### config.mk
export PLATFORM = sky130hd
export DESIGN_NAME = vmask_reduce_ctrl
export DESIGN_NICKNAME = d
export VERILOG_FILES = /design/src/rtl/vmask_reduce_ctrl_pkg.sv /design/src/rtl/vmask_tail_zero.sv /design/src/rtl/vmask_reduce_ctrl.sv
export SDC_FILE = /design/constraint.sdc
export NUM_CORES = 1
export LEC_CHECK = 0
export BUFFER_PORTS_ARGS = -buffer_cell sky130_fd_sc_hd__buf_2
export CAP_MARGIN = 10
export CORE_AREA = 2 2 176 178
export CTS_BUF_LIST = sky130_fd_sc_hd__clkbuf_16
export CTS_CLUSTER_DIAMETER = 40
export DETAILED_ROUTE_END_ITERATION = 10
export DIE_AREA = 0 0 178 180
export GPL_TIMING_DRIVEN = 0
export PLACE_DENSITY = 0.7
export SYNTH_ARGS = -nofsm -noshare
export SYNTH_HDL_FRONTEND = slang
export SYNTH_SLANG_ARGS = --single-unit
### constraint.sdc
create_clock -name clk -period 3.9 [get_ports clk]
set_clock_uncertainty 0.1 [all_clocks]
set_input_delay 0.39 -clock clk [delete_from_list [all_inputs] [get_ports clk]]
set_output_delay 0.39 -clock clk [all_outputs]
set_load 0.005 [all_outputs]
### src/rtl/vmask_reduce_ctrl_pkg.sv
// Shared types and constants for the mask-reduction controller.
// Holds the FSM state encoding, the operation codes and the vfirst "not found" value.
package vmask_reduce_ctrl_pkg;

  typedef enum logic [1:0] {
    IDLE = 2'd0,
    READ = 2'd1,
    WAIT = 2'd2,
    RESP = 2'd3
  } state_e;

  localparam logic OP_FIRST = 1'b0;
  localparam logic OP_POPC  = 1'b1;

  localparam int unsigned MAX_DATA_WIDTH = 64;

  // Sliced down to DATA_WIDTH by the user; vfirst reports this when no bit is set.
  localparam logic [MAX_DATA_WIDTH-1:0] VFIRST_NONE = '1;

endpackage

### src/rtl/vmask_tail_zero.sv
// Clears mask bits at or above vl on the final word of an instruction.
// A vl that is a multiple of the word width leaves the last word untouched.
module vmask_tail_zero #(
  parameter int DATA_WIDTH      = 64,
  parameter int DATA_WIDTH_BITS = 6,
  parameter int VL_BITS         = 17
) (
  input  logic [DATA_WIDTH-1:0] word,
  input  logic [VL_BITS-1:0]    vl,
  input  logic                  is_last,
  output logic [DATA_WIDTH-1:0] masked
);

  logic [DATA_WIDTH_BITS-1:0] rem;
  logic [DATA_WIDTH-1:0]      keep;
  logic                       unused_vl_hi;

  assign rem          = vl[DATA_WIDTH_BITS-1:0];
  assign unused_vl_hi = ^vl[VL_BITS-1:DATA_WIDTH_BITS];

  // NOTE: keep gets its default before any conditional write, so no latch is inferred.
  always_comb begin
    keep = '1;
    if (is_last && (rem != '0)) begin
      for (int i = 0; i < DATA_WIDTH; i++) begin
        keep[i] = (i < int'(rem));
      end
    end
    masked = word & keep;
  end

endmodule

### src/rtl/vmask_reduce_ctrl.sv
// Sequencer for vcpop/vfirst: streams the mask words of one instruction from the
// register file to the reduction datapath and returns the final scalar result.
module vmask_reduce_ctrl
  import vmask_reduce_ctrl_pkg::*;
#(
  parameter int DATA_WIDTH      = 64,
  parameter int ADDR_WIDTH      = 32,
  parameter int IDX_BITS        = 10,
  parameter int DATA_WIDTH_BITS = 6,
  parameter int VL_BITS         = IDX_BITS + DATA_WIDTH_BITS + 1
) (
  input  logic                  clk,
  input  logic                  rst,
  input  logic                  cmd_valid,
  output logic                  cmd_ready,
  input  logic                  cmd_opsel,
  input  logic [VL_BITS-1:0]    cmd_vl,
  input  logic [ADDR_WIDTH-1:0] cmd_src_addr,
  input  logic [ADDR_WIDTH-1:0] cmd_dst_addr,
  output logic                  rd_req,
  output logic [ADDR_WIDTH-1:0] rd_addr,
  input  logic [DATA_WIDTH-1:0] rd_data,
  output logic                  dp_valid,
  output logic [DATA_WIDTH-1:0] dp_m0,
  output logic [IDX_BITS-1:0]   dp_start_idx,
  output logic                  dp_end,
  output logic [ADDR_WIDTH-1:0] dp_addr,
  output logic                  dp_opsel,
  input  logic                  dp_out_valid,
  input  logic [DATA_WIDTH-1:0] dp_out_vec,
  output logic                  res_valid,
  input  logic                  res_ready,
  output logic [DATA_WIDTH-1:0] res_data,
  output logic [ADDR_WIDTH-1:0] res_addr
);

  localparam int CNT_BITS = IDX_BITS + 1;
  localparam logic [VL_BITS-1:0]    VL_MAX   = VL_BITS'(1) << (IDX_BITS + DATA_WIDTH_BITS);
  localparam logic [DATA_WIDTH-1:0] ALL_ONES = VFIRST_NONE[DATA_WIDTH-1:0];

  state_e                state_q,    state_d;
  logic                  opsel_q,    opsel_d;
  logic [VL_BITS-1:0]    vl_q,       vl_d;
  logic [ADDR_WIDTH-1:0] src_q,      src_d;
  logic [ADDR_WIDTH-1:0] dst_q,      dst_d;
  logic [CNT_BITS-1:0]   nwords_q,   nwords_d;
  logic [CNT_BITS-1:0]   k_q,        k_d;
  logic                  any_set_q,  any_set_d;
  logic                  iss_valid_q, iss_valid_d;
  logic [IDX_BITS-1:0]   iss_idx_q,  iss_idx_d;
  logic                  iss_end_q,  iss_end_d;
  logic [DATA_WIDTH-1:0] res_data_q, res_data_d;
  logic [ADDR_WIDTH-1:0] res_addr_q, res_addr_d;

  logic [VL_BITS-1:0]    vl_clamped;
  logic [CNT_BITS-1:0]   cmd_nwords;
  logic                  last_word;
  logic [DATA_WIDTH-1:0] masked_word;
  logic                  any_set_now;

  assign vl_clamped = (cmd_vl > VL_MAX) ? VL_MAX : cmd_vl;
  assign cmd_nwords = CNT_BITS'(vl_clamped >> DATA_WIDTH_BITS)
                    + CNT_BITS'(|vl_clamped[DATA_WIDTH_BITS-1:0]);
  assign last_word  = (k_q == (nwords_q - CNT_BITS'(1)));

  // rd_data belongs to the word issued last cycle, so masking follows the issue stage.
  vmask_tail_zero #(
    .DATA_WIDTH      (DATA_WIDTH),
    .DATA_WIDTH_BITS (DATA_WIDTH_BITS),
    .VL_BITS         (VL_BITS)
  ) u_tail_zero (
    .word    (rd_data),
    .vl      (vl_q),
    .is_last (iss_end_q),
    .masked  (masked_word)
  );

  // The word on the datapath this cycle counts immediately, so a result that
  // arrives alongside the last word still sees it.
  assign any_set_now = any_set_q | (iss_valid_q & (|masked_word));

  assign cmd_ready    = (state_q == IDLE) & ~rst;
  assign rd_req       = (state_q == READ);
  assign rd_addr      = rd_req ? (src_q + ADDR_WIDTH'(k_q)) : '0;
  assign dp_valid     = iss_valid_q;
  assign dp_m0        = iss_valid_q ? masked_word : '0;
  assign dp_start_idx = iss_valid_q ? iss_idx_q : '0;
  assign dp_end       = iss_valid_q & iss_end_q;
  assign dp_addr      = iss_valid_q ? dst_q : '0;
  assign dp_opsel     = iss_valid_q & opsel_q;
  assign res_valid    = (state_q == RESP);
  assign res_data     = res_data_q;
  assign res_addr     = res_addr_q;

  always_comb begin
    state_d     = state_q;
    opsel_d     = opsel_q;
    vl_d        = vl_q;
    src_d       = src_q;
    dst_d       = dst_q;
    nwords_d    = nwords_q;
    k_d         = k_q;
    any_set_d   = any_set_now;
    iss_valid_d = 1'b0;
    iss_idx_d   = '0;
    iss_end_d   = 1'b0;
    res_data_d  = res_data_q;
    res_addr_d  = res_addr_q;

    unique case (state_q)
      IDLE: begin
        if (cmd_valid) begin
          opsel_d   = cmd_opsel;
          vl_d      = vl_clamped;
          src_d     = cmd_src_addr;
          dst_d     = cmd_dst_addr;
          nwords_d  = cmd_nwords;
          k_d       = '0;
          any_set_d = 1'b0;
          if (cmd_nwords == '0) begin
            res_data_d = (cmd_opsel == OP_POPC) ? '0 : ALL_ONES;
            res_addr_d = cmd_dst_addr;
            state_d    = RESP;
          end else begin
            state_d = READ;
          end
        end
      end
      READ: begin
        iss_valid_d = 1'b1;
        iss_idx_d   = k_q[IDX_BITS-1:0];
        iss_end_d   = last_word;
        if (last_word) begin
          state_d = WAIT;
        end else begin
          k_d = k_q + CNT_BITS'(1);
        end
      end
      WAIT: begin
        if (dp_out_valid) begin
          res_data_d = ((opsel_q == OP_POPC) || any_set_now) ? dp_out_vec : ALL_ONES;
          res_addr_d = dst_q;
          state_d    = RESP;
        end
      end
      RESP: begin
        if (res_ready) begin
          state_d = IDLE;
        end
      end
      default: state_d = IDLE;
    endcase
  end

  // NOTE: state uses non-blocking assignments and a synchronous reset that clears every flop.
  always_ff @(posedge clk) begin
    if (rst) begin
      state_q     <= IDLE;
      opsel_q     <= 1'b0;
      vl_q        <= '0;
      src_q       <= '0;
      dst_q       <= '0;
      nwords_q    <= '0;
      k_q         <= '0;
      any_set_q   <= 1'b0;
      iss_valid_q <= 1'b0;
      iss_idx_q   <= '0;
      iss_end_q   <= 1'b0;
      res_data_q  <= '0;
      res_addr_q  <= '0;
    end else begin
      state_q     <= state_d;
      opsel_q     <= opsel_d;
      vl_q        <= vl_d;
      src_q       <= src_d;
      dst_q       <= dst_d;
      nwords_q    <= nwords_d;
      k_q         <= k_d;
      any_set_q   <= any_set_d;
      iss_valid_q <= iss_valid_d;
      iss_idx_q   <= iss_idx_d;
      iss_end_q   <= iss_end_d;
      res_data_q  <= res_data_d;
      res_addr_q  <= res_addr_d;
    end
  end

endmodule

Word-level counts from Yosys, hierarchy flattened. Index checks and enable logic that the tools add are counted.

Flip-flop bits (word level): 204. Output and inout bits: 240. Word-level logic and storage cells: 141. Input port bits: 215.

Reduce and logical (&&, ||, !) cells: 14. $add $sub $neg: 4. Equality and inequality tests: 10. Multiplexer cells: 28. Bitwise logic cells: 8. Magnitude comparators: 64.

Operators by type and width (number): $mux 64 (7); $lt 6x6->1 const A (31); $mux 32 (5); $pmux 64 s2 (1); $lt 5x6->1 const A (16); $and 64x64->64 (1); $pmux 32 s2 (1); $reduce_or 64->1 (1); $lt 4x6->1 const A (8); $add 32x11->32 (1); $lt 3x6->1 const A (4); $mux 11 (2); $pmux 11 s2 (1); $gt 17x17->1 const B (1); $mux 17 (1); $lt 1x6->1 const A (2); $lt 2x6->1 const A (2); $add 11x1->11 (1); $add 11x1->11 const B (1); $eq 11x11->1 (1); $logic_not 11->1 (1); $sub 11x1->11 const B (1); $mux 10 (1); $mux 2 (5); other kinds (19) (32).

Logic depth before layout (Yosys ltp).
Word-level depth: 11. Mapped depth: 14. Mapped depth without buffers: 12.

By module. From an unflattened synthesis, not the netlist that was laid out.

Cells, all modules: 1352. Area, all modules: 11547.3 um2.

By module, submodules not included: vmask_reduce_ctrl (instances 1, sequential area each 4304.1 um2, area each 10466.3 um2, cells each 1186); vmask_tail_zero (instances 1, sequential area each 0.0 um2, area each 1081.0 um2, cells each 166).

Worst setup path after synthesis. OpenSTA, ideal clock, no wires.

Kind: in2reg. Start point: in cmd_vl[0]. End point: reg res_addr_q[23], in the netlist res_addr[23]. Data required time: 3.714 ns. Library setup time: 0.086 ns. Buffers on the path: 2. Data arrival time: 3.083 ns. Path slack: 0.632 ns. Stages: 14. Cells stage by stage: nor4_1 > a21oi_1 > ha_1 > ha_1 > xor2_1 > nor4_1 > nand3_1 > nor4_1 > a21boi_0 > nor2_1 > clkbuf_1 > clkbuf_1 > nor2_1 > a211oi_1.

Cells in the longest elaborated chain, start to end: 7.

Ends and longest elaborated chain: start, declared (RTL line vmask_reduce_ctrl.sv:17) `input logic [VL_BITS-1:0] cmd_vl,`; $gt 17x17->1 (RTL line vmask_reduce_ctrl.sv:61) `assign vl_clamped = (cmd_vl > VL_MAX) ? VL_MAX : cmd_vl;`; $mux 17 (*) (RTL line vmask_reduce_ctrl.sv:61); $reduce_or 6->1 (RTL line vmask_reduce_ctrl.sv:63) `+ CNT_BITS'(|vl_clamped[DATA_WIDTH_BITS-1:0]);`; $add 11x1->11 (*) (RTL line vmask_reduce_ctrl.sv:63); $logic_not 11->1 (*) (RTL line vmask_reduce_ctrl.sv:120) `if (cmd_nwords == '0) begin`; $ne 2x1->1 (no source line) (*); $reduce_and 4->1 (no source line) (*); end signal, assigned (RTL line vmask_reduce_ctrl.sv:184) `res_addr_q <= res_addr_d;`; end, declared (RTL line vmask_reduce_ctrl.sv:53) `logic [ADDR_WIDTH-1:0] res_addr_q, res_addr_d;`.

Every way passes the cells marked *; elsewhere a longest branch is shown, timed or not. A chain may end at the register's enable or synchronous reset.

Worst setup path in the final report.
Start point: reg vl_q[4]. End point: reg res_data_q[56], in the netlist res_data[56].

Cells in the longest elaborated chain, start to end: 11. Elaborated cells between the ends (all ways): 74. Those cells by class: order compare: 63; mux: 4; bitwise: 3; reduce/logical: 4.

Ends and longest elaborated chain: start, declared (RTL line vmask_reduce_ctrl.sv:43) `logic [VL_BITS-1:0] vl_q, vl_d;`; start signal, assigned (RTL line vmask_reduce_ctrl.sv:174) `vl_q <= vl_d;`; branches (longest 2 deep; another with $lt 1x6->1); $mux 64 (*) (RTL line vmask_tail_zero.sv:24) `if (is_last && (rem != '0)) begin`; $and 64x64->64 (*) (RTL line vmask_tail_zero.sv:29) `masked = word & keep;`; $reduce_or 64->1 (*) (RTL line vmask_reduce_ctrl.sv:80) `assign any_set_now = any_set_q | (iss_valid_q & (|masked_word));`; $and 1x1->1 (*) (RTL line vmask_reduce_ctrl.sv:80); $or 1x1->1 (*) (RTL line vmask_reduce_ctrl.sv:80); $logic_or 1x1->1 (*) (RTL line vmask_reduce_ctrl.sv:141) `res_data_d = ((opsel_q == OP_POPC) || any_set_now) ? dp_out_vec : ALL_ONES;`; $mux 64 (*) (RTL line vmask_reduce_ctrl.sv:141); $mux 64 (*) (RTL line vmask_reduce_ctrl.sv:140) `if (dp_out_valid) begin`; $pmux 64 s2 (*) (RTL line vmask_reduce_ctrl.sv:110) `unique case (state_q)`; end signal, assigned (RTL line vmask_reduce_ctrl.sv:183) `res_data_q <= res_data_d;`; end, declared (RTL line vmask_reduce_ctrl.sv:52) `logic [DATA_WIDTH-1:0] res_data_q, res_data_d;`.

Mark *: on every way between the ends. The select of a mux whose other input is x is not followed.

==> out/results.txt <==
Fin crit period: 3.79 ns
First drt pass iteration count: 6
Clock-pin slew on the worst setup and hold paths: 0.06 ns
Pwr Density: 566 nW/um2
#FFs+latches synth: 204
DRC viols: 0
Max Slew Vio Count: 0
Final Hold Viols: 0
Status: finished, final reports clean
Num CTS Buffers: 27
Pin slew with the least headroom to its limit: 1.26 ns
Commonest non-fill, non-tap cell in the layout: buf_2
Worst Setup Start Kind: flop
Initial antenna violation count: 6
Library cells used by synthesis: 73
Die Ht: 180 um
# rows: 64
Max VDD drop: 0.464 mV
Post-synthesis sequential area ratio: 37.6%
Worst min-delay path class: primary input to flop
Global Route Usage Sum: 28.2%
Initial drt markers: 950
Fmax: 264 MHz
First-pass GRT wire length: 70.6 mm
Cell Area, Placed: 13600 um2
# clock sinks: 204
Worst EP arrival: 4.16 ns
H-tree depth: 1
Detailed placement HPWL: 37.0 mm
Drt wl/cell: 21.5 um
Root buf cell: clkbuf_16
Cell depth of the worst min-delay path: 2
IO Port Bufs: 451
Yosys top cell by area: dfxtp_1
Top-area cell type share of the netlist area: 37.6%
Hold_sp: dp_out_vec[4]
Initial Util: 36.0%
TritonCTS clock tree: built
Post-synth ARST share: 0%
Share of cells above drive strength 1: 33.3%
CP Max Fanout: 10
Placed cells: 2087
Setup TNS: 0 ns
Worst r2r src: vl_q[4]$_SDFFE_PP0P_
Nets@finish: 2032
Max-cap viol count: 0
Crit end category: flop
Slew headroom: 14.9%
# setup viols final: 0
Most frequent cells in the layout: buf_2 (460), dfxtp_1 (201), nor2_1 (137)
Antenna viol nets, final: 0
Clock network latency to the later pin of the worst-skew pair: 0.53 ns
Largest cells by area after synthesis: dfxtp_1 (38%), a22o_1 (6.5%), o221a_2 (4.9%), nor2_1 (4.8%), and2_1 (3.5%)
Leakage power total: 7.00 nW
# IOs: 455
Clock Tree Buf Depth: 3
Pin count of the biggest net entering global routing: 14
Core area: 30200 um2
Cell count after synthesis: 1240
RSZ-0062 raised after global routing: false
Crit Path Class: flop to flop
Post-Layout Cell Count: 2215
GP Congestion: 1.03
Post-synth EDFFs: 0
Worst r2r path cells: 12
Syn nets: 1476
Final instance area: 15400 um2
Area Growth Syn to Fin: 41.9%
Die area: 32000 um2
Vias: 12.4k
Main synth FF type: dfxtp_1
Vias in the first global route: 12.0k
Vias/cell: 5.58
WP data required: 4.27 ns
Netlist Area Pre-Place: 10900 um2
Worst Setup SP: vl_q[4]$_SDFFE_PP0P_
Synth warn: 0
Fin crit share: 97.2%
Drt total wl: 47.5 mm
Grt ovf: 0
Syn_area_per_cell: 8.76 um2
Die W: 178 um
==> sequential cells by signal, indices dropped and copies added, names as in the netlist, 6 cells and up <==
signal and count:
src_q 32, vl_q 6, k_q 11, dst_q 32, res_data 64, iss_idx_q 10
res_addr 32, nwords_q 11
==> per-stage QoR <==
stage	util (%)	hold WS [ns]	total power [W]	setup slack [ns]
2_1_floorplan	-	0.345	0.00489	0.632
3_3_place_gp	45.1	0.372	0.00622	-1.30
3_5_place_dp	45.1	0.376	0.00628	-1.19
4_1_cts	50.7	0.000391	0.00873	0.000482
5_1_grt	51.1	0.00112	0.00923	0.00247
6_report	51.1	0.0215	0.00873	0.108
==> timing repair <==
action                                 in CTS  in global routing
gates resized for setup                    24                 24
hold buffers                               68                  0
pin swaps                                   3                  3
setup endpoints to repair                 120                122
gates cloned                                1                  0
endpoints found under the hold margin      68                  0
setup buffers                               3                  4
==> per-layer routing <==
layer | vias to the layer above | track usage (%) | share of wire (%)
met1 | 5888 | 34.9 | 41
met5 | - | 0 | 0.048
li1 | 5749 | - | -
met4 | 4 | 13.4 | 5.2
met3 | 130 | 5.75 | 8.0
met2 | 592 | 46.7 | 46
==> power by group <==
part | internal, W | switching, W | leakage, nW
logic | 0.00145 | 0.00190 | 4.89
clock network | 0.00141 | 0.000968 | 0.432
registers | 0.00265 | 0.000356 | 1.68
total | 0.00551 | 0.00322 | 7.00
==> final timing paths <==
kind / slack, ns / to
setup reg to reg: 0.11 / res_data[56]$_SDFFE_PP0P_
hold / removal: 0.02 / res_data[4]$_SDFFE_PP0P_
setup / recovery: 0.11 / res_data[56]$_SDFFE_PP0P_
hold reg to reg: 0.38 / nwords_q[10]$_SDFFE_PP0P_
==> synthesized netlist by cell type (all sizes together) (12+ instances only) <==
master	number
buf	20
nor2b	12
a31oi	14
ha	20
a211oi	42
o21ai	47
xnor2	40
and2	61
nor2	139
inv	21
nor3	28
nand2	68
nor4	18
o221a	64
nand3	25
clkbuf	83
and3	29
mux2i	34
nand2b	15
dfxtp	204
a21oi	37
nand4	13
xor2	14
a22o	81
==> cell families (layout without fill, tap and decap cells) <==
kind of cell / count (synthesis) / after routing / share of synthesized area, %
fa+ha+maj: 21 / 21 / 2.49
mux: 34 / 34 / 3.13
flops: 204 / 204 / 37.6
other cells: 0 / 3 / 0
buf+inv: 125 / 701 / 4.90
xor+xnor: 54 / 54 / 4.35
simple gates: 440 / 440 / 20.6
compound gates: 362 / 362 / 27.0
==> final cells by class <==
| type | instances | area (um2) |
|---|---|---|
| Inverter | 22 | 82.6 |
| Fill cell | 2888 | 14800 |
| Multi-Input combinational cell | 911 | 6410 |
| Sequential cell | 204 | 4090 |
| Timing Repair Buffer | 527 | 3010 |
| Buffer | 103 | 463 |
| Tap cell | 396 | 495 |
| Clock inverter | 22 | 190 |
| Antenna cell | 3 | 7.51 |
| Clock buffer | 27 | 676 |
==> critical path, stage by stage (launching register included) <==
cell and delay [ns]:
dfxtp_1 0.38, buf_2 0.26, clkbuf_1 0.50, clkbuf_1 0.56, nand4_1 0.20, nand3_1 0.15
nand4_1 0.14, nor4_1 0.33, a31oi_2 0.24, o32ai_4 0.34, buf_12 0.18, buf_6 0.15
o221a_1 0.19
Power figures use the tool's default switching activity.
